<file path="src/rtl/control_unit.sv">
// Main decoder for the ID stage of a 5-stage MIPS32 pipeline.
// Maps Opcode/Funct to datapath controls, resolves beq/bne from the
// register comparator and drives PC select plus IF flush for redirects.
// Purely combinational; Clock exists only to match the pipeline port set.
module control_unit (
    input  logic       Clock,
    input  logic       Reset_n,
    input  logic [5:0] Opcode,
    input  logic [5:0] Funct,
    input  logic       Cmp_RsRt,
    output logic [1:0] PCSrc,
    output logic       IF_Flush,
    output logic       Branch,
    output logic       SignExt,
    output logic       NoDest,
    output logic [2:0] ALUCtrl,
    output logic       ALUSrc,
    output logic       RegDst,
    output logic       MemRead,
    output logic       MemWrite,
    output logic       MemtoReg,
    output logic       RegWrite
);

    // Opcode encodings
    localparam logic [5:0] OP_R     = 6'b000000;
    localparam logic [5:0] OP_R2    = 6'b011100;
    localparam logic [5:0] OP_ADDI  = 6'b001000;
    localparam logic [5:0] OP_ORI   = 6'b001101;
    localparam logic [5:0] OP_LUI   = 6'b001111;
    localparam logic [5:0] OP_LW    = 6'b100011;
    localparam logic [5:0] OP_SW    = 6'b101011;
    localparam logic [5:0] OP_BEQ   = 6'b000100;
    localparam logic [5:0] OP_BNE   = 6'b000101;
    localparam logic [5:0] OP_J     = 6'b000010;
    localparam logic [5:0] OP_JAL   = 6'b000011;

    // Funct encodings
    localparam logic [5:0] FN_ADD   = 6'b100000;
    localparam logic [5:0] FN_SUB   = 6'b100010;
    localparam logic [5:0] FN_SLL   = 6'b000000;
    localparam logic [5:0] FN_SLT   = 6'b101010;
    localparam logic [5:0] FN_MFHI  = 6'b010000;
    localparam logic [5:0] FN_DIV   = 6'b011010;
    localparam logic [5:0] FN_JR    = 6'b001000;
    localparam logic [5:0] FN_MUL   = 6'b000010;

    // ALU operations
    localparam logic [2:0] ALU_ADD  = 3'b000;
    localparam logic [2:0] ALU_SUB  = 3'b001;
    localparam logic [2:0] ALU_MUL  = 3'b010;
    localparam logic [2:0] ALU_DIV  = 3'b011;
    localparam logic [2:0] ALU_OR   = 3'b100;
    localparam logic [2:0] ALU_SLT  = 3'b101;
    localparam logic [2:0] ALU_SHL  = 3'b110;
    localparam logic [2:0] ALU_MFHI = 3'b111;

    // PC select
    localparam logic [1:0] PC_SEQ   = 2'b00;
    localparam logic [1:0] PC_BR    = 2'b01;
    localparam logic [1:0] PC_JMP   = 2'b10;
    localparam logic [1:0] PC_RS    = 2'b11;

    // Clock carries no state; tie it off so it is visibly intentional.
    logic clock_unused;
    assign clock_unused = Clock;

    // Decode: NOP vector by default, overridden per recognised instruction
    always_comb begin
        PCSrc    = PC_SEQ;
        IF_Flush = 1'b0;
        Branch   = 1'b0;
        SignExt  = 1'b0;
        NoDest   = 1'b1;
        ALUCtrl  = ALU_ADD;
        ALUSrc   = 1'b0;
        RegDst   = 1'b0;
        MemRead  = 1'b0;
        MemWrite = 1'b0;
        MemtoReg = 1'b0;
        RegWrite = 1'b0;

        if (Reset_n) begin
            unique case (Opcode)
                OP_R: begin
                    unique case (Funct)
                        FN_ADD, FN_SUB, FN_SLL, FN_SLT, FN_MFHI: begin
                            RegDst   = 1'b1;
                            RegWrite = 1'b1;
                            NoDest   = 1'b0;
                            unique case (Funct)
                                FN_ADD:  ALUCtrl = ALU_ADD;
                                FN_SUB:  ALUCtrl = ALU_SUB;
                                FN_SLL:  ALUCtrl = ALU_SHL;
                                FN_SLT:  ALUCtrl = ALU_SLT;
                                default: ALUCtrl = ALU_MFHI;
                            endcase
                        end
                        // div only updates HI/LO
                        FN_DIV: begin
                            ALUCtrl = ALU_DIV;
                        end
                        FN_JR: begin
                            PCSrc    = PC_RS;
                            IF_Flush = 1'b1;
                        end
                        default: ;
                    endcase
                end
                OP_R2: begin
                    if (Funct == FN_MUL) begin
                        ALUCtrl  = ALU_MUL;
                        RegDst   = 1'b1;
                        RegWrite = 1'b1;
                        NoDest   = 1'b0;
                    end
                end
                OP_ADDI: begin
                    ALUCtrl  = ALU_ADD;
                    ALUSrc   = 1'b1;
                    SignExt  = 1'b1;
                    RegWrite = 1'b1;
                    NoDest   = 1'b0;
                end
                OP_ORI: begin
                    ALUCtrl  = ALU_OR;
                    ALUSrc   = 1'b1;
                    RegWrite = 1'b1;
                    NoDest   = 1'b0;
                end
                // ALU shifts the zero-extended immediate by 16 when ALUSrc=1
                OP_LUI: begin
                    ALUCtrl  = ALU_SHL;
                    ALUSrc   = 1'b1;
                    RegWrite = 1'b1;
                    NoDest   = 1'b0;
                end
                OP_LW: begin
                    ALUCtrl  = ALU_ADD;
                    ALUSrc   = 1'b1;
                    SignExt  = 1'b1;
                    MemRead  = 1'b1;
                    MemtoReg = 1'b1;
                    RegWrite = 1'b1;
                    NoDest   = 1'b0;
                end
                OP_SW: begin
                    ALUCtrl  = ALU_ADD;
                    ALUSrc   = 1'b1;
                    SignExt  = 1'b1;
                    MemWrite = 1'b1;
                end
                // Branches resolve in ID: beq taken on equal, bne on not-equal
                OP_BEQ, OP_BNE: begin
                    Branch  = 1'b1;
                    SignExt = 1'b1;
                    ALUCtrl = ALU_SUB;
                    if ((Opcode == OP_BEQ) ? Cmp_RsRt : !Cmp_RsRt) begin
                        PCSrc    = PC_BR;
                        IF_Flush = 1'b1;
                    end
                end
                OP_J: begin
                    PCSrc    = PC_JMP;
                    IF_Flush = 1'b1;
                end
                // Datapath substitutes $31 and PC+8 for the link write
                OP_JAL: begin
                    PCSrc    = PC_JMP;
                    IF_Flush = 1'b1;
                    RegDst   = 1'b1;
                    RegWrite = 1'b1;
                    NoDest   = 1'b0;
                end
                default: ;
            endcase
        end
    end

endmodule

</file>
<file path="config.mk">
export PLATFORM = sky130hd
export DESIGN_NAME = control_unit
export DESIGN_NICKNAME = d
export VERILOG_FILES = /design/src/rtl/control_unit.sv
export SDC_FILE = /design/constraint.sdc
export NUM_CORES = 1
export LEC_CHECK = 0
export CELL_PAD_IN_SITES_DETAIL_PLACEMENT = 2
export CELL_PAD_IN_SITES_GLOBAL_PLACEMENT = 2
export CORE_MARGIN = 2
export CORE_UTILIZATION = 20
export DETAILED_ROUTE_END_ITERATION = 10
export PLACE_DENSITY = 0.95
export SYNTH_ARGS = -nofsm -noshare
export SYNTH_HDL_FRONTEND = slang
export SYNTH_SLANG_ARGS = --single-unit
export TNS_END_PERCENT = 30
</file>
<file path="constraint.sdc">
create_clock -name vclk -period 4.3
set_clock_uncertainty 0.05 [all_clocks]
set_input_delay 1.075 -clock vclk [all_inputs]
set_output_delay 1.075 -clock vclk [all_outputs]
set_load 0.01 [all_outputs]
</file>
== After elaboration in Yosys (flattened, before gate mapping) ==
Index checks and enable logic that the tools add are counted.

* Bits in registers: 0
* Output and inout bits: 15
* Word-level logic and storage cells: 60

* Eq/ne operators: 17
* Muxes and demuxes: 34
* Reduce and logical (&&, ||, !) cells: 9

{| class="wikitable"
|+ Operators with widths
! operator !! number
|-
| equality test 6 bit (second input constant) || 5
|-
| equality test 6 x 4 -> 1 bit (second input constant) || 4
|-
| two-way mux 1 bit || 22
|-
| OR reduction 5 bit || 4
|-
| equality test 6 x 2 -> 1 bit (second input constant) || 3
|-
| equality test 6 x 5 -> 1 bit (second input constant) || 3
|-
| one-hot mux 3 bit (5 select lines) || 1
|-
| equality test 6 x 3 -> 1 bit (second input constant) || 2
|-
| zero test 6 bit || 2
|-
| one-hot mux 1 bit (3 select lines) || 4
|-
| one-hot mux 3 bit (4 select lines) || 1
|-
| two-way mux 2 bit || 3
|-
| one-hot mux 2 bit (3 select lines) || 1
|-
| one-hot mux 3 bit (2 select lines) || 1
|-
| OR reduction 2 bit || 2
|-
| two-way mux 3 bit || 1
|-
| zero test 1 bit || 1
|}

== Logic depth before layout (Yosys ltp) ==
Gate-level depths: netlist of the first run.

* Depth in word-level cells: 5
* Depth in mapped cells: 5

== Worst setup path before layout of the first run ==
Ideal clock, no wire load.

* Kind: input port to output port
* Start point: input Opcode[3]
* End point: output ALUCtrl[1]
* Arrival time: 2.159 ns
* Required time: 3.175 ns
* Path slack: 1.016 ns
* Cell stages on the path: 5
* Path buffers: 1
* Path through: buf_2 > nor4_4 > nand2_2 > or3b_1 > a21oi_1

* Longest elaborated chain between the ends: 4
* Elaborated cells between the ends (all ways): 9
* Classes of those cells: eq/ne: 5; mux: 2; reduce/logical: 2

{| class="wikitable"
|+ Ends and longest elaborated chain
! element !! RTL line !! text
|-
| start: declaration || 8 || <nowiki>input logic [5:0] Opcode,</nowiki>
|-
| equality test 6 x 3 -> 1 bit || 84 || <nowiki>unique case (Opcode)</nowiki>
|-
| OR reduction 2 bit || 84 ||
|-
| one-hot mux 3 bit (5 select lines) (*) || 84 ||
|-
| two-way mux 3 bit (*) || 83 || <nowiki>if (Reset_n) begin</nowiki>
|-
| end: declaration || 16 || <nowiki>output logic [2:0] ALUCtrl,</nowiki>
|}

Mark *: on every way between the ends. The rest lies on a longest branch, timed or not.

== Worst setup path after layout of the first run ==
* Start point: input Funct[5]
* End point: output RegDst

* Longest elaborated chain between the ends: 5
* Elaborated cells between the ends (all ways): 11
* Classes of those cells: eq/ne: 5; mux: 4; reduce/logical: 2

{| class="wikitable"
|+ Ends and longest elaborated chain
! element !! RTL line !! text
|-
| start: declaration || 9 || <nowiki>input logic [5:0] Funct,</nowiki>
|-
| equality test 6 bit, or another cell as far along || 86 || <nowiki>unique case (Funct)</nowiki>
|-
| OR reduction 5 bit || 86 ||
|-
| two-way mux 1 bit || 86 ||
|-
| one-hot mux 1 bit (3 select lines) (*) || 84 ||
|-
| two-way mux 1 bit (*) || 83 ||
|-
| end: declaration || 18 || <nowiki>output logic RegDst,</nowiki>
|}

Marks and branches as above.

==> results of run 1 <==
==> cell families after synthesis <==
family                 after synthesis  synth area share
buffers and inverters                8            0.0907
AO/OA/AOI/OAI                       22             0.267
AND/OR/NAND/NOR                     45             0.625
XOR/XNOR                             1            0.0176
==> cell type report <==
type / instances / area (um^2)
Tap cell: 30 / 37.5
Timing Repair Buffer: 40 / 377
Multi-Input combinational cell: 68 / 480
Inverter: 1 / 3.75
Fill cell: 278 / 1510
==> final timing paths <==
kind	start	to	slack [ns]	cells past startpoint
worst max-delay path	Funct[5]	RegDst	0.1	6
worst min-delay path	Funct[3]	RegWrite	3.00	6
==> synth_stat cells <==
cell / count / area (um^2)
a2111oi_0: 1 / 8.76
a21o_1: 1 / 7.51
a21oi_1: 7 / 35.0
a31oi_1: 2 / 12.5
and2_1: 4 / 25.0
and2b_1: 1 / 7.51
and3_2: 1 / 7.51
and3b_1: 2 / 17.5
and4bb_1: 1 / 12.5
buf_1: 1 / 3.75
buf_2: 3 / 15.0
buf_4: 1 / 7.51
buf_6: 1 / 11.3
clkbuf_1: 1 / 3.75
inv_1: 1 / 3.75
nand2_1: 5 / 18.8
nand2_2: 1 / 6.26
nand2b_1: 4 / 25.0
nand3_1: 4 / 20.0
nand3b_1: 1 / 7.51
nor2_1: 2 / 7.51
nor2b_1: 5 / 31.3
nor3_1: 5 / 25.0
nor4_1: 1 / 6.26
nor4_4: 2 / 42.5
nor4b_1: 2 / 17.5
nor4bb_1: 1 / 10.0
o2111ai_1: 1 / 8.76
o21a_1: 4 / 30.0
o21ai_0: 4 / 20.0
o21ai_1: 2 / 10.0
or2_1: 1 / 6.26
or3b_1: 1 / 8.76
or4_1: 1 / 7.51
xor2_1: 1 / 8.76
==> stage by stage <==
step / cell area [um^2] / setup WS, ns / cells / TNS, ns
floorplan: 497 / 1.02 / 76 / 0
global placement: 866 / 0.0107 / 139 / 0
detailed placement: 866 / -0.204 / 139 / -0.491
CTS: 873 / -0.0224 / 139 / -0.0224
global route: 898 / 0.00518 / 139 / 0
finish: 898 / 0.0957 / 139 / 0
==> power groups by stage <==
stage	registers, uW	clock network (uW)	logic [uW]
after floorplan	0	0	23.3
after global placement	0	0	51.1
after detailed placement	0	0	55.2
after CTS	0	0	55.4
after global routing	0	0	61.5
final	0	0	56.0
==> metal layers <==
layer,share of wire,up-vias,track usage
met5,0,-,0
met4,0.0066,0,0.0128
met3,0.035,2,0.00556
met2,0.57,19,0.333
met1,0.39,322,0.206
li1,-,344,-
==> timing repair <==
item                                    in CTS  in global routing
hold endpoints to repair                     0                  0
hold buffers                                 0                  0
cloned                                       0                  0
pin swaps                                    1                  1
gates resized for setup                      6                  7
endpoints found under the setup margin       5                  6
==> metrics.cfg, run 1 <==
[final_layout]
antennaDiodeCount=0
seqCellArea_um2=0
syn2layout_area_growth_pct=80.9
fin_nets=126
num-clock-buffers=0
postLayoutCoreUtil=0.373
final_cell_mix=clkdlybuf4s50_1, buf_4, a21oi_1
drive_above_1_share=0.174
final_common_cell=clkdlybuf4s50_1
design.seq.count=0

[status]
status=finished clean

[min_path]
hp-class=primary input to primary output

[logic_synthesis]
syn_nets=91
synthCells=76
yosysSeqAreaShare=0
synth_area_um2=497
avgSynthCellArea_um2=6.54
synth.distinct_cells=35
ys_warn_count=0

[timing]
slew_headroom=0.750
hold_viol=0
rsz0062_at_grt=no
slew_violations=0
fin_crit_sh=0.978
period_minus_slack_ns=4.20
hold_slack_ns=3.00
finalSetupViolCount=0
fmax_ghz=0.238
worst_pin_slew_ns=0.374

[pwr]
p_seq_frac=0
internal_power_uw=27.6
comb_power_share=1.000
power.net_switching_uw=28.4
p_leak_uw=0.000348
p_clk_frac=0
p_total_uw=56.0
ir_drop_mv=0.0297
sw_frac_of_total=0.508
powerDensity_mw_per_mm2=62.4

[setup_path]
critPathKind=primary input to primary output
critPathLaunchType=primary input
worstSetupEndpointType=primary output
required_ns=3.17
critPathMaxStageDelay_ns=0.55
crit_slowest_cell=clkdlybuf4s50_1
cp_max_fo=7
worstPathArrival_ns=3.08
path_buf_inv=2
path_common_cell=clkdlybuf4s50_1
path_cells=clkdlybuf4s50_1 -> nor4b_2 -> and4bb_1 -> nand3b_1 -> and2_1 -> clkdlybuf4s50_1
cp_top_family=buffers and inverters

[routing]
vias_per_cell=4.94
ant_nets=0
drt_wl_total_um=2280
wl_per_cell_um=16.4
drcViolationCount=0
num_vias=687
firstDrtPassIters=2
drtIter0Drc=9

[floorplanning]
die_h_um=53.8
die-area_mm2=0.00290
coreArea_mm2=0.00241
pin_count=30
fp.dieW_um=53.8
fp-row-count=18
start_util=0.206

[global_routing]
globalRouteOverflowTotal=0
grt_max_degree=11
grt_pass1_vias=737
antenna_found_initial=0
track_usage=0.169
grt_pass1_wl_um=3640

[placed_design]
port_buffers=29
hpwl_um=1910
gp_congestion=0.833

[flow_run]
maxCapViolations=0

[cts]
post_cts_buffers=0

Power figures use the tool's default switching activity.
==> run 2: changes to the inputs <==
CAP_MARGIN = 25   (was not set)
==> results of run 2 <==
Same layout as run 1: the final DEF is identical, and so are final timing and power.
==> run 3: changes to the inputs <==
CORE_MARGIN = 3   (was 2)
CORE_UTILIZATION = 36   (was 20)
DONT_BUFFER_PORTS = 1   (was not set)
==> run 3 against run 2 <==
  * Routed wire length fell by 27%
  * Via count fell by 22%
  * Die area fell by 36%
  * Flip-flop and latch count did not move
  * Combinational power fell by 66%
  * Count of clock-buffer cells in the layout did not move
  * Hold slack got worse by 0.81 ns
  * Critical path type unchanged
  * Critical endpoint is now ALUCtrl[1]
  * Largest power group unchanged
==> metrics.cfg, run 3 (synthesis results as in run 1) <==
[final_layout]
syn2layout_area_growth_pct=-4.79
num-clock-buffers=0  ; unchanged
final_cell_mix=a21oi_1, nand2_1, nor3_1, nor2b_1
nFillCells=150  ; -46%
fin_nets=86  ; -32%
antennaDiodeCount=0  ; unchanged
fin_cells=83  ; -40%
seqCellArea_um2=0  ; unchanged
design.seq.count=0  ; unchanged
final_common_cell=a21oi_1
drive_above_1_share=0.0580  ; -0.116

[setup_path]
critPathKind=primary input to primary output
path_buf_inv=0  ; -2
cp_top_family=simple AND/OR/NAND/NOR gates
critPathMaxStageDelay_ns=0.38  ; -0.17 ns
cp_max_fo=13  ; +6
critPathLaunchType=primary input
path_cells=nor4_4 -> nand2_2 -> or3b_1 -> a21oi_1
crit_slowest_cell=nor4_4
cp-endpoint=ALUCtrl[1]
path_depth=4  ; -2
required_ns=3.17  ; about the same
worstSetupEndpointType=primary output
worstPathArrival_ns=2.18  ; -0.90 ns
startpoint=Opcode[0]

[routing]
num_vias=536  ; -22%
drcViolationCount=0  ; unchanged
wl_met3_um=81  ; +2.5%
wl_met1_um=652  ; -27%
vias_per_cell=6.46  ; +31%
wl_met2_um=921  ; -29%
firstDrtPassIters=1  ; -1
ant_nets=0  ; unchanged
drt_wl_total_um=1660  ; -27%
highest_layer=met3
drtIter0Drc=0  ; -9
wl_per_cell_um=20.0  ; +22%

[global_routing]
grt_pass1_wl_um=3040  ; -17%
grt_pass1_vias=618  ; -16%
globalRouteOverflowTotal=0  ; unchanged
antenna_found_initial=0  ; unchanged
track_usage=0.201  ; +0.0317
grt_max_degree=14  ; +3

[timing]
rsz0062_at_grt=no
worst_pin_slew_ns=0.634  ; +0.260 ns
hold_viol=0  ; unchanged
finalSetupTns_ns=0  ; unchanged
period_minus_slack_ns=3.31  ; -0.897 ns
slew_violations=0  ; unchanged
slew_headroom=0.574  ; -0.176
fin_crit_sh=0.769  ; -0.209
fmax_ghz=0.302  ; +27%
finalSetupViolCount=0  ; unchanged

[floorplanning]
die-area_mm2=0.00186  ; -36%
pin_count=30  ; unchanged
coreArea_mm2=0.00120  ; -50%
die_h_um=43.1  ; -20%
start_util=0.414  ; +0.207
fp.dieW_um=43.1  ; -20%
fp-row-count=12  ; -6

[pwr]
power.net_switching_uw=9.25  ; -67%
internal_power_uw=9.81  ; -64%
sw_frac_of_total=0.485  ; -0.0223
powerDensity_mw_per_mm2=40.3  ; -35%
p_clk_frac=0  ; unchanged
p_seq_frac=0  ; unchanged
ir_drop_mv=0.0138  ; -54%
p_leak_uw=0.000142  ; -59%
comb_power_share=1.000  ; about the same

[cts]
post_cts_buffers=0  ; unchanged
ctsResizeCount=0  ; -6
ctsHoldBuffers=0  ; unchanged

[placed_design]
gp_congestion=0.765  ; -8.2%
hpwl_um=1360  ; -29%
post-place-cells=83  ; -40%
port_buffers=0  ; -100%

[min_path]
hp-class=primary input to primary output

[status]
status=finished clean

[flow_run]
maxCapViolations=0  ; unchanged

==> run 3: cell count changes in the layout (fill, tap and decap cells not counted), moves of 2 or more <==
cell and delta:
nor4b_1 +2, nor4b_2 -2, dlygate4sd2_1 -3, dlymetal6s2s_1 -3
buf_4 -11, clkdlybuf4s50_1 -23
==> run 3: routing by layer <==
metal | vias up | GRT usage
li1 | 264 | -
met1 | 256 | 0.266
met2 | 16 | 0.375
met3 | 0 | 0.00424
met4 | 0 | 0
met5 | - | 0
==> run 3: final cells by class <==
| cell class | count | area (um^2) | area share |
|---|---|---|---|
| tap | 14 | 17.5 | 0.0370 |
| multi-input combinational | 68 | 452 | 0.955 |
| inverter | 1 | 3.75 | 0.00794 |
==> run 3: worst min path at each step <==
stage                      end  cells past startpoint     start  slack, ns
floorplan           ALUCtrl[1]                      2  Funct[5]       2.26
global placement        NoDest                      1   Reset_n       2.19
detailed placement      NoDest                      1   Reset_n       2.19
CTS                     NoDest                      1   Reset_n       2.19
global route            NoDest                      1   Reset_n       2.20
finish                  NoDest                      1   Reset_n       2.19
==> run 3: power groups by stage <==
stage          logic [uW]  registers [uW]  clock network (uW)
5_1_grt              21.7               0                   0
6_report             19.1               0                   0
4_1_cts              19.2               0                   0
2_1_floorplan        23.3               0                   0
3_5_place_dp         19.2               0                   0
3_3_place_gp         17.5               0                   0
==> run 3: per-stage QoR <==
step	hold WS, ns	total power [uW]	instance area [um^2]	util	setup slack (ns)
2_1_floorplan	2.26	23.3	497	-	1.02
3_3_place_gp	2.19	17.5	473	0.394	1.01
5_1_grt	2.20	21.7	473	0.394	0.903
3_5_place_dp	2.19	19.2	473	0.394	0.985
4_1_cts	2.19	19.2	473	0.394	0.984
6_report	2.19	19.1	473	0.394	0.993
==> RTL change, RTL diff (flow settings as in run 3) <==
The localparam `FN_DIV` goes from 6'b011010 to 6'b010011.
--- a/src/rtl/control_unit.sv
+++ b/src/rtl/control_unit.sv
@@ -41,7 +41,7 @@
     localparam logic [5:0] FN_SLL   = 6'b000000;
     localparam logic [5:0] FN_SLT   = 6'b101010;
     localparam logic [5:0] FN_MFHI  = 6'b010000;
-    localparam logic [5:0] FN_DIV   = 6'b011010;
+    localparam logic [5:0] FN_DIV   = 6'b010011;
     localparam logic [5:0] FN_JR    = 6'b001000;
     localparam logic [5:0] FN_MUL   = 6'b000010;
 
Behaviour: not the same (Yosys sat finds a counterexample).
==> RTL change against run 3 <==
Utilization is 1.0 points higher. Area after synthesis is 2.3% lower. Final area is 1.3% higher. Sequential share of layout area stayed put. Power is 9.0% higher. Wire length is 9.4% higher. Setup slack worse by 0.18 ns. Worst hold slack worse by 0.00088 ns. First-iteration DRC count is 10 higher. Die area is 2.0% lower. Largest power group unchanged. Highest routed layer unchanged.
==> RTL change: results (changes against run 3) <==
- Nets: 89 (+3.5%)
- # fillers: 156 (+4.0%)
- Leak pwr: 0.0001670 uW (+18%)
- Post-detail-place hpwl: 1424 um (+4.9%)
- Final Wtd Congestion: 0.7973 (+4.2%)
- Count of sequential standard cells: 0 (unchanged)
- Internal power: 10.17 uW (+3.7%)
- Synth area leaders: and3_1 6.4%, a21oi_1 6.2%, o21ai_1 6.2%, nor2_1 5.4%, nor4_4 4.4%
- Clock buffer cells: 0 (unchanged)
- Max_slew headroom: 57.56% (+0.12 points)
- Peak supply drop: 13.88 uV (+0.82%)
- Dpl cell area: 479.2 um2 (+1.3%)
- All-Layer GR Usage: 20.67% (+0.60 points)
- Synth Area per Inst: 6.305 um2 (-3.5%)
- Syn_nets: 92 (+1.1%)
- Synth cell count leaders: 7 x nor2_1, 6 x a21oi_1, 6 x o21ai_1, 5 x and3_1, 4 x nand3_1
- Status: complete, no violations
- WL/cell: 21.07 um (+5.6%)
- Via-per-instance ratio: 6.942 (+7.5%)
- Post-synth cell types: 39 (+11%)
- Detailed Routing Iterations Pass 1: 4 (+3)
- Share of layout cells above drive strength 1: 6.944% (+1.1 points)
- Drt initial violations: 10 (+10)
- Worst-path maximum fanout: 8 (-5)
- Largest net degree at the start of global routing: 13 (-1)
- First-pass GRT wire length: 3063 um (+0.89%)
- Total wire length: 1812 um (+9.4%)
- Vias in the first global route: 598 (-3.2%)
- Inst Count DP: 86 (+3.6%)
## RTL change: worst max-delay path by stage
stage	depth (start not counted)	to	start	slack [ns]
2_1_floorplan	5	ALUCtrl[1]	Opcode[3]	0.85
3_3_place_gp	4	ALUCtrl[1]	Opcode[4]	0.84
3_5_place_dp	4	ALUCtrl[1]	Opcode[4]	0.81
4_1_cts	4	ALUCtrl[1]	Opcode[4]	0.82
5_1_grt	4	ALUCtrl[1]	Opcode[4]	0.72
6_report	4	ALUCtrl[1]	Opcode[4]	0.82
## RTL change: power by group through the flow
stage / clock network [uW] / logic, uW / registers, uW
floorplan: 0 / 21.8 / 0
global placement: 0 / 19.3 / 0
detailed placement: 0 / 20.6 / 0
CTS: 0 / 20.7 / 0
global route: 0 / 23.0 / 0
finish: 0 / 20.8 / 0
## RTL change: metal layers
| metal | up-vias | wire, um | GRT usage (%) |
|---|---|---|---|
| met5 | - | 0 | 0 |
| met4 | 0 | 0 | 1.242 |
| met3 | 0 | 98 | 0.4237 |
| met2 | 20 | 821 | 31.14 |
| met1 | 296 | 892 | 33.25 |
| li1 | 281 | - | - |
## RTL change: layout make-up
cell class	count	area, um2	share of cell area [%]
multi-input cells	68	446.7	93.21
well taps	14	17.52	3.655
inverters	4	15.01	3.133
## RTL change: through the flow
| step | power, uW | worst slack, ns | utilization, % | hold WS (ns) |
|---|---|---|---|---|
| floorplan | 21.82 | 0.8452 | - | 2.242 |
| global placement | 19.25 | 0.8381 | 40.40 | 2.188 |
| detailed placement | 20.57 | 0.8072 | 40.40 | 2.188 |
| CTS | 20.65 | 0.8154 | 40.40 | 2.189 |
| global route | 23.00 | 0.7213 | 40.40 | 2.199 |
| finish | 20.78 | 0.8161 | 40.40 | 2.187 |
## RTL change: cell families after synthesis
logic type | Yosys count | share of synthesized area, %
and+or+nand+nor | 44 | 59.03
AOI/OAI and AO/OA | 22 | 29.13
xor gates and xnor gates | 1 | 1.804
muxes | 1 | 2.062
buffers and inverters | 9 | 7.988
## RTL change: critical path: stages
cell and delay, ns:
nor4_4 0.37, nand2_2 0.12, or4b_1 0.53, a21oi_1 0.26
